===== config.mk =====
export PLATFORM = sky130hd
export DESIGN_NAME = cart_rom_fetch
export DESIGN_NICKNAME = d
export VERILOG_FILES = /design/src/rtl/cart_pkg.sv /design/src/rtl/cart_line_cache.sv /design/src/rtl/cart_rom_fetch.sv
export SDC_FILE = /design/constraint.sdc
export NUM_CORES = 1
export LEC_CHECK = 0
export CORE_ASPECT_RATIO = 0.9
export CORE_MARGIN = 10
export CORE_UTILIZATION = 53
export CTS_CLUSTER_SIZE = 8
export DETAILED_ROUTE_END_ITERATION = 8
export PLACE_DENSITY = 0.8
export RECOVER_POWER = 25
export SETUP_SLACK_MARGIN = 0.2
export SKIP_LAST_GASP = 1
export SYNTH_ARGS = -nofsm -noshare
export SYNTH_HDL_FRONTEND = slang
export SYNTH_SLANG_ARGS = --single-unit

===== constraint.sdc =====
create_clock -name clk -period 8.5 [get_ports clk]
set_input_delay 1.7 -clock clk [delete_from_list [all_inputs] [get_ports clk]]
set_output_delay 1.7 -clock clk [all_outputs]
set_load 0.03 [all_outputs]

===== src/rtl/cart_pkg.sv =====
// Shared types and constants for the cartridge ROM fetch path.
// Sits between the cartridge mappers and the SDRAM request port.
package cart_pkg;

   localparam int DEFAULT_ADDR_W = 25;

   localparam logic [7:0] UNMAPPED_DATA = 8'hFF;

   typedef enum logic [1:0] {
      IDLE,
      FETCH,
      DONE
   } fetch_state_t;

   // SDRAM words are little-endian: the even byte is in the low half.
   function automatic logic [7:0] selectByte(input logic [15:0] word, input logic sel);
      return sel ? word[15:8] : word[7:0];
   endfunction

endpackage


===== src/rtl/cart_line_cache.sv =====
// One 16-bit line per cartridge slot, with a tag and a valid bit per line.
// Lookup is combinational. Fill and flush take effect at the clock edge.
module cart_line_cache
   import cart_pkg::*;
#(
   parameter int ADDR_W = DEFAULT_ADDR_W,
   parameter int NSLOT  = 2,
   parameter int SLOT_W = (NSLOT > 1) ? $clog2(NSLOT) : 1
)(
   input  logic              clk,
   input  logic              reset,
   input  logic [SLOT_W-1:0] i_lookupSlot,
   input  logic [ADDR_W-2:0] i_lookupTag,
   output logic              o_hit,
   output logic [15:0]       o_line,
   input  logic              i_fillEn,
   input  logic [SLOT_W-1:0] i_fillSlot,
   input  logic [ADDR_W-2:0] i_fillTag,
   input  logic [15:0]       i_fillData,
   input  logic              i_flush
);

   logic [NSLOT-1:0]  r_valid;
   logic [ADDR_W-2:0] r_tag  [NSLOT];
   logic [15:0]       r_line [NSLOT];

   assign o_hit  = r_valid[i_lookupSlot] && (r_tag[i_lookupSlot] == i_lookupTag);
   assign o_line = r_line[i_lookupSlot];

   // A flush that coincides with a fill still stores the data, but the line stays invalid.
   always_ff @(posedge clk or posedge reset) begin
      if (reset) begin
         r_valid <= '0;
      end else if (i_flush) begin
         r_valid <= '0;
      end else if (i_fillEn) begin
         r_valid[i_fillSlot] <= 1'b1;
      end
   end

   always_ff @(posedge clk) begin
      if (i_fillEn) begin
         r_tag[i_fillSlot]  <= i_fillTag;
         r_line[i_fillSlot] <= i_fillData;
      end
   end

endmodule


===== src/rtl/cart_rom_fetch.sv =====
// Relocates mapper offsets into the per-slot SDRAM cartridge region and
// serves CPU reads from a one-word line cache, stalling the CPU on misses.
module cart_rom_fetch
   import cart_pkg::*;
#(
   parameter int ADDR_W = DEFAULT_ADDR_W,
   parameter int NSLOT  = 2,
   parameter int SLOT_W = (NSLOT > 1) ? $clog2(NSLOT) : 1
)(
   input  logic                    clk,
   input  logic                    reset,
   input  logic                    cs,
   input  logic                    rd,
   input  logic [SLOT_W-1:0]       slot,
   input  logic [ADDR_W-1:0]       mem_addr,
   input  logic                    mem_unmaped,
   input  logic [NSLOT*ADDR_W-1:0] rom_base,
   input  logic                    flush,
   output logic                    sdram_req,
   output logic [ADDR_W-1:0]       sdram_addr,
   input  logic                    sdram_ack,
   input  logic [15:0]             sdram_q,
   output logic [7:0]              d_to_cpu,
   output logic                    cpu_wait
);

   fetch_state_t      r_state;
   fetch_state_t      w_nextState;
   logic              r_rdQ;
   logic              r_sdramReq;
   logic              w_nextReq;
   logic [ADDR_W-1:0] r_sdramAddr;
   logic [ADDR_W-1:0] w_nextAddr;
   logic [7:0]        r_dToCpu;
   logic [7:0]        w_nextData;
   logic [SLOT_W-1:0] r_slot;
   logic [SLOT_W-1:0] w_nextSlot;
   logic [ADDR_W-2:0] r_tag;
   logic [ADDR_W-2:0] w_nextTag;
   logic              r_sel;
   logic              w_nextSel;

   logic [ADDR_W-1:0] w_phys;
   logic              w_start;
   logic              w_hit;
   logic [15:0]       w_line;
   logic              w_fillEn;
   logic              w_wait;

   assign w_phys  = rom_base[slot*ADDR_W +: ADDR_W] + mem_addr;
   assign w_start = cs && rd && !r_rdQ;

   cart_line_cache #(
      .ADDR_W (ADDR_W),
      .NSLOT  (NSLOT),
      .SLOT_W (SLOT_W)
   ) u_cache (
      .clk          (clk),
      .reset        (reset),
      .i_lookupSlot (slot),
      .i_lookupTag  (w_phys[ADDR_W-1:1]),
      .o_hit        (w_hit),
      .o_line       (w_line),
      .i_fillEn     (w_fillEn),
      .i_fillSlot   (r_slot),
      .i_fillTag    (r_tag),
      .i_fillData   (sdram_q),
      .i_flush      (flush)
   );

   // Strobe edge detect plus all registered outputs and the latched miss context.
   always_ff @(posedge clk or posedge reset) begin
      if (reset) begin
         r_state     <= IDLE;
         r_rdQ       <= 1'b0;
         r_sdramReq  <= 1'b0;
         r_sdramAddr <= '0;
         r_dToCpu    <= UNMAPPED_DATA;
         r_slot      <= '0;
         r_tag       <= '0;
         r_sel       <= 1'b0;
      end else begin
         r_state     <= w_nextState;
         r_rdQ       <= cs && rd;
         r_sdramReq  <= w_nextReq;
         r_sdramAddr <= w_nextAddr;
         r_dToCpu    <= w_nextData;
         r_slot      <= w_nextSlot;
         r_tag       <= w_nextTag;
         r_sel       <= w_nextSel;
      end
   end

   // Strobes outside IDLE cannot happen while the CPU is stalled, so they are dropped
   // and never raise the stall themselves.
   always_comb begin
      w_nextState = r_state;
      w_nextReq   = r_sdramReq;
      w_nextAddr  = r_sdramAddr;
      w_nextData  = r_dToCpu;
      w_nextSlot  = r_slot;
      w_nextTag   = r_tag;
      w_nextSel   = r_sel;
      w_fillEn    = 1'b0;
      w_wait      = 1'b0;
      case (r_state)
         IDLE: begin
            if (w_start) begin
               if (mem_unmaped) begin
                  w_nextData = UNMAPPED_DATA;
               end else if (w_hit) begin
                  w_nextData = selectByte(w_line, w_phys[0]);
               end else begin
                  w_wait      = 1'b1;
                  w_nextSlot  = slot;
                  w_nextTag   = w_phys[ADDR_W-1:1];
                  w_nextSel   = w_phys[0];
                  w_nextReq   = 1'b1;
                  w_nextAddr  = {w_phys[ADDR_W-1:1], 1'b0};
                  w_nextState = FETCH;
               end
            end
         end
         FETCH: begin
            w_wait = 1'b1;
            if (sdram_ack) begin
               w_nextReq   = 1'b0;
               w_fillEn    = 1'b1;
               w_nextData  = selectByte(sdram_q, r_sel);
               w_nextState = DONE;
            end
         end
         DONE: begin
            w_nextState = IDLE;
         end
         default: begin
            w_nextState = IDLE;
         end
      endcase
   end

   assign sdram_req  = r_sdramReq;
   assign sdram_addr = r_sdramAddr;
   assign d_to_cpu   = r_dToCpu;
   assign cpu_wait   = w_wait;

endmodule


==> load_flow_metrics.sql, run 1 <==
INSERT INTO impl_metrics (metric_group, metric, value, unit) VALUES
('status', 'outcome', 'complete, no violations', ''),
('route', 'drt-total-wl', '18700', 'um'),
('setup_path', 'crit_path_start_kind', 'primary input', ''),
('route', 'drtIter0Drc', '420', ''),
('timing', 'max_slew_margin', '0.293', ''),
('final_layout', 'final_nets', '833', ''),
('synthesis', 'syn-instance-count', '581', ''),
('synthesis', 'post_synth_most_frequent_cells', 'edfxtp_1, nor2_1, a21oi_1', ''),
('timing', 'worst_slew_pin_slew', '1060', 'ps'),
('synthesis', 'synthDistinctLibCells', '76', ''),
('clock_network', 'cts-root-to-sink-buffers', '2', ''),
('min_path', 'worst_hold_startpoint', 'sdram_addr[5]', ''),
('final_layout', 'multiInputGateArea', '3440', 'um2'),
('placed_design', 'dp_hpwl', '13700', 'um'),
('clock_network', 'cts_bufs_inserted', '17', ''),
('synthesis', 'yosys_warnings', '0', ''),
('synthesis', 'synthMostInstantiatedCell', 'edfxtp_1', ''),
('die', 'die_width', '141', 'um'),
('route', 'firstDrtPassIters', '5', ''),
('timing', 'finClkSkew', '7.32', 'ps'),
('global_route', 'grt_antenna_before_repair', '0', ''),
('setup_path', 'critPathMaxFanout', '35', ''),
('clock_network', 'worst_skew_pair.late_latency', '420', 'ps'),
('synthesis', 'number_of_synthesized_flops_with_an_enable_pin', '80', ''),
('final_layout', 'ff_latch_area', '3410', 'um2'),
('synthesis', 'ys_seq_area_frac', '0.485', ''),
('clock_network', 'root_buffer', 'clkbuf_16', ''),
('timing', 'number_of_hold_slack_violations_in_the_final_timing_report', '0', ''),
('setup_path', 'critPathArrivalTime', '6100', 'ps'),
('timing', 'total_count_of_max_transition_violations_in_the_final_report', '0', ''),
('synthesis', 'synthesized_area_divided_by_synthesized_cell_count', '12.1', 'um2'),
('die', 'site_rows', '39', ''),
('placed_design', 'globalplace.congestion', '0.887', ''),
('clock_network', 'numClockSinks', '120', ''),
('final_layout', 'antenna-diode-count', '0', ''),
('timing', 'finalSetupViolCount', '0', ''),
('synthesis', 'synth.ff_latch_count', '120', ''),
('die', 'ioPinCount', '134', ''),
('route', 'dr_total_vias', '5300', ''),
('timing', 'timing.fmax', '128', 'MHz'),
('setup_path', 'timing.critical_path.required', '6800', 'ps'),
('job', 'drv.max_cap_violation_count', '0', ''),
('clock_network', 'cts_tree', 'built', ''),
('clock_network', 'clk_pin_slew', '60', 'ps'),
('global_route', 'groute.usage.overall', '0.205', ''),
('power', 'peakVddDrop', '0.226', 'mV'),
('die', 'initial_utilization', '0.548', ''),
('power', 'powerDensity', '248', 'nW/um2'),
('timing', 'fin_crit', '7800', 'ps'),
('die', 'core_region', '12800', 'um2'),
('clock_network', 'cts_repair_resize_count', '0', ''),
('die', 'die_outline_area', '18300', 'um2'),
('setup_path', 'critPathLaunch', 'slot', ''),
('synthesis', 'synth_largest_type_area_fraction', '0.341', ''),
('route', 'routed_wire_length_per_instance', '21.1', 'um'),
('power', 'total_power', '0.00223', 'W'),
('setup_path', 'rr_startpoint', 'u_cache.r_tag[1][16]', ''),
('final_layout', 'filler_cell_count', '904', ''),
('clock_network', 'holdBufCountCts', '0', ''),
('synthesis', 'netlist_area', '7040', 'um2'),
('power', 'static-leakage-power', '3.42', 'nW'),
('global_route', 'globalRouteOverflowTotal', '0', ''),
('synthesis', 'synth-async-reset-ratio', '0.333', ''),
('clock_network', 'cts_setup_buffers', '0', ''),
('min_path', 'hold_path_class', 'reg -> reg', ''),
('final_layout', 'flow.area_growth_from_synthesis', '28.1', '%'),
('die', 'die_height', '129', 'um'),
('timing', 'rsz_0062_raised_after_global_routing', 'false', ''),
('setup_path', 'path_class', 'in -> out', ''),
('timing', 'setup_tns', '0', 'ps'),
('setup_path', 'cp-end-kind', 'primary output', ''),
('global_route', 'global_route_wire_length_before_repair', '29500', 'um'),
('clock_network', 'h-tree-depth', '4', ''),
('route', 'route.antenna.remaining_nets', '0', ''),
('timing', 'tcrit_tclk_final', '0.918', ''),
('final_layout', 'final_layout_size_suffix_gt1_frac', '0.147', ''),
('synthesis', 'synthesis.nets', '705', ''),
('route', 'route.detailed.drc', '0', ''),
('global_route', 'grt_start_max_net_pins', '42', ''),
('synthesis', 'synth_area_leader_cell', 'edfxtp_1', ''),
('placed_design', 'port_buffers', '132', ''),
('synthesis', 'leading_post_synthesis_cells_by_cell_area', 'edfxtp_1, dfrtp_1, mux2_2', ''),
('synthesis', 'synth_ff_type', 'edfxtp_1', ''),
('route', 'detail_route.vias_per_cell', '5.98', ''),
('global_route', 'first_global_vias', '5447', '');
[layout make-up]
cell class,count,area share
well taps,164,0.0228
multi-input cells,421,0.382
inverters,13,0.00542
repair buffers,136,0.150
flip-flops and latches,120,0.379
clock inverters,13,0.0133
clock buffers,19,0.0480
[cells in the final DEF, fill, tap and decap left out, types with 15 or more instances in the layout]
cell | Yosys | layout
clkdlybuf4s50_1 | 0 | 121
edfxtp_1 | 80 | 80
nor2_1 | 45 | 45
a21oi_1 | 40 | 40
mux2_2 | 37 | 37
nand2_1 | 36 | 36
mux2i_1 | 34 | 34
dfrtp_1 | 32 | 32
ha_1 | 24 | 24
xnor2_1 | 22 | 22
o21ai_0 | 22 | 22
mux2_1 | 17 | 17
clkbuf_16 | 0 | 17
xor2_1 | 15 | 15
[where the power goes]
part	internal, W	total (W)	switching, W
Sequential	0.000752	0.000831	0.0000787
Combinational	0.000324	0.000730	0.000406
Clock	0.000404	0.000674	0.000270
Total	0.00148	0.00223	0.000754
[cells by family (layout without fill, tap and decap cells)]
group	after synthesis	count (layout)	synth area share
AND/OR/NAND/NOR	138	138	0.0996
flip-flops	120	120	0.485
AO/OA/AOI/OAI	118	118	0.116
multiplexers	96	96	0.160
XOR/XNOR	43	43	0.0653
buffers and inverters	40	181	0.0270
adder cells (fa/ha/maj)	25	25	0.0455
other	1	1	0.000533
[stage by stage]
stage                util  worst slack [ps]  hold slack [ps]  instance area (um2)  std cells
floorplan               -               572              466                 7040        581
global placement    0.659               691              473                 8460        854
detailed placement  0.659               702              482                 8460        854
CTS                 0.702               666              499                 9010        886
global route        0.702               424              512                 9010        886
finish              0.702               700              494                 9010        886
[routing by layer]
metal / share of wire / wire length (um) / GRT usage / up-vias
met5: 0 / 0 / 0 / -
li1: - / - / - / 2465
met3: 0.076 / 1410 / 0.0654 / 36
met4: 0.021 / 393 / 0.0787 / 0
met2: 0.47 / 8820 / 0.326 / 213
met1: 0.43 / 8080 / 0.257 / 2586
[flip-flops by register name (all words and copies together) (netlist names)]
name / cells
sdram_addr: 24
u_cache.r_line: 32
r_rdQ: 1
d_to_cpu: 8
sdram_req: 1
r_sel: 1
u_cache.r_tag: 48
u_cache.r_valid: 2
r_state: 2
r_slot: 1
[worst max-delay path, stage by stage]
cell	delay [ps]
buf_4	410
mux2i_1	360
inv_1	80
ha_1	280
a211o_1	310
a221o_1	480
a221oi_4	500
xnor2_1	230
xor2_1	210
nand2b_1	130
nor4_4	360
nand3_4	190
a21oi_1	160
nor2_1	50
clkdlybuf4s50_1	600
[final timing paths]
path | endpoint | slack [ps] | depth (start not counted)
min in group asynchronous | sdram_addr[9] | 1740 | 3
worst min-delay path | u_cache.r_tag[1][4] | 490 | 0
worst min register to register | u_cache.r_tag[1][4] | 490 | 0
worst max-delay path | cpu_wait | 700 | 15
worst max register to register | sdram_addr[20] | 5260 | 9
max in group asynchronous | sdram_addr[14] | 6380 | 3
Power figures use the tool's default switching activity.
==> run 2, diff against run 1 <==
--- a/config.mk
+++ b/config.mk
@@ -5,6 +5,7 @@
 export SDC_FILE = /design/constraint.sdc
 export NUM_CORES = 1
 export LEC_CHECK = 0
+export CAP_MARGIN = 20
 export CORE_ASPECT_RATIO = 0.9
 export CORE_MARGIN = 10
 export CORE_UTILIZATION = 53
@@ -13,7 +14,6 @@
 export PLACE_DENSITY = 0.8
 export RECOVER_POWER = 25
 export SETUP_SLACK_MARGIN = 0.2
-export SKIP_LAST_GASP = 1
 export SYNTH_ARGS = -nofsm -noshare
 export SYNTH_HDL_FRONTEND = slang
 export SYNTH_SLANG_ARGS = --single-unit
==> results of run 2 <==
The final DEF is identical to that of run 1; final timing and power are the same.
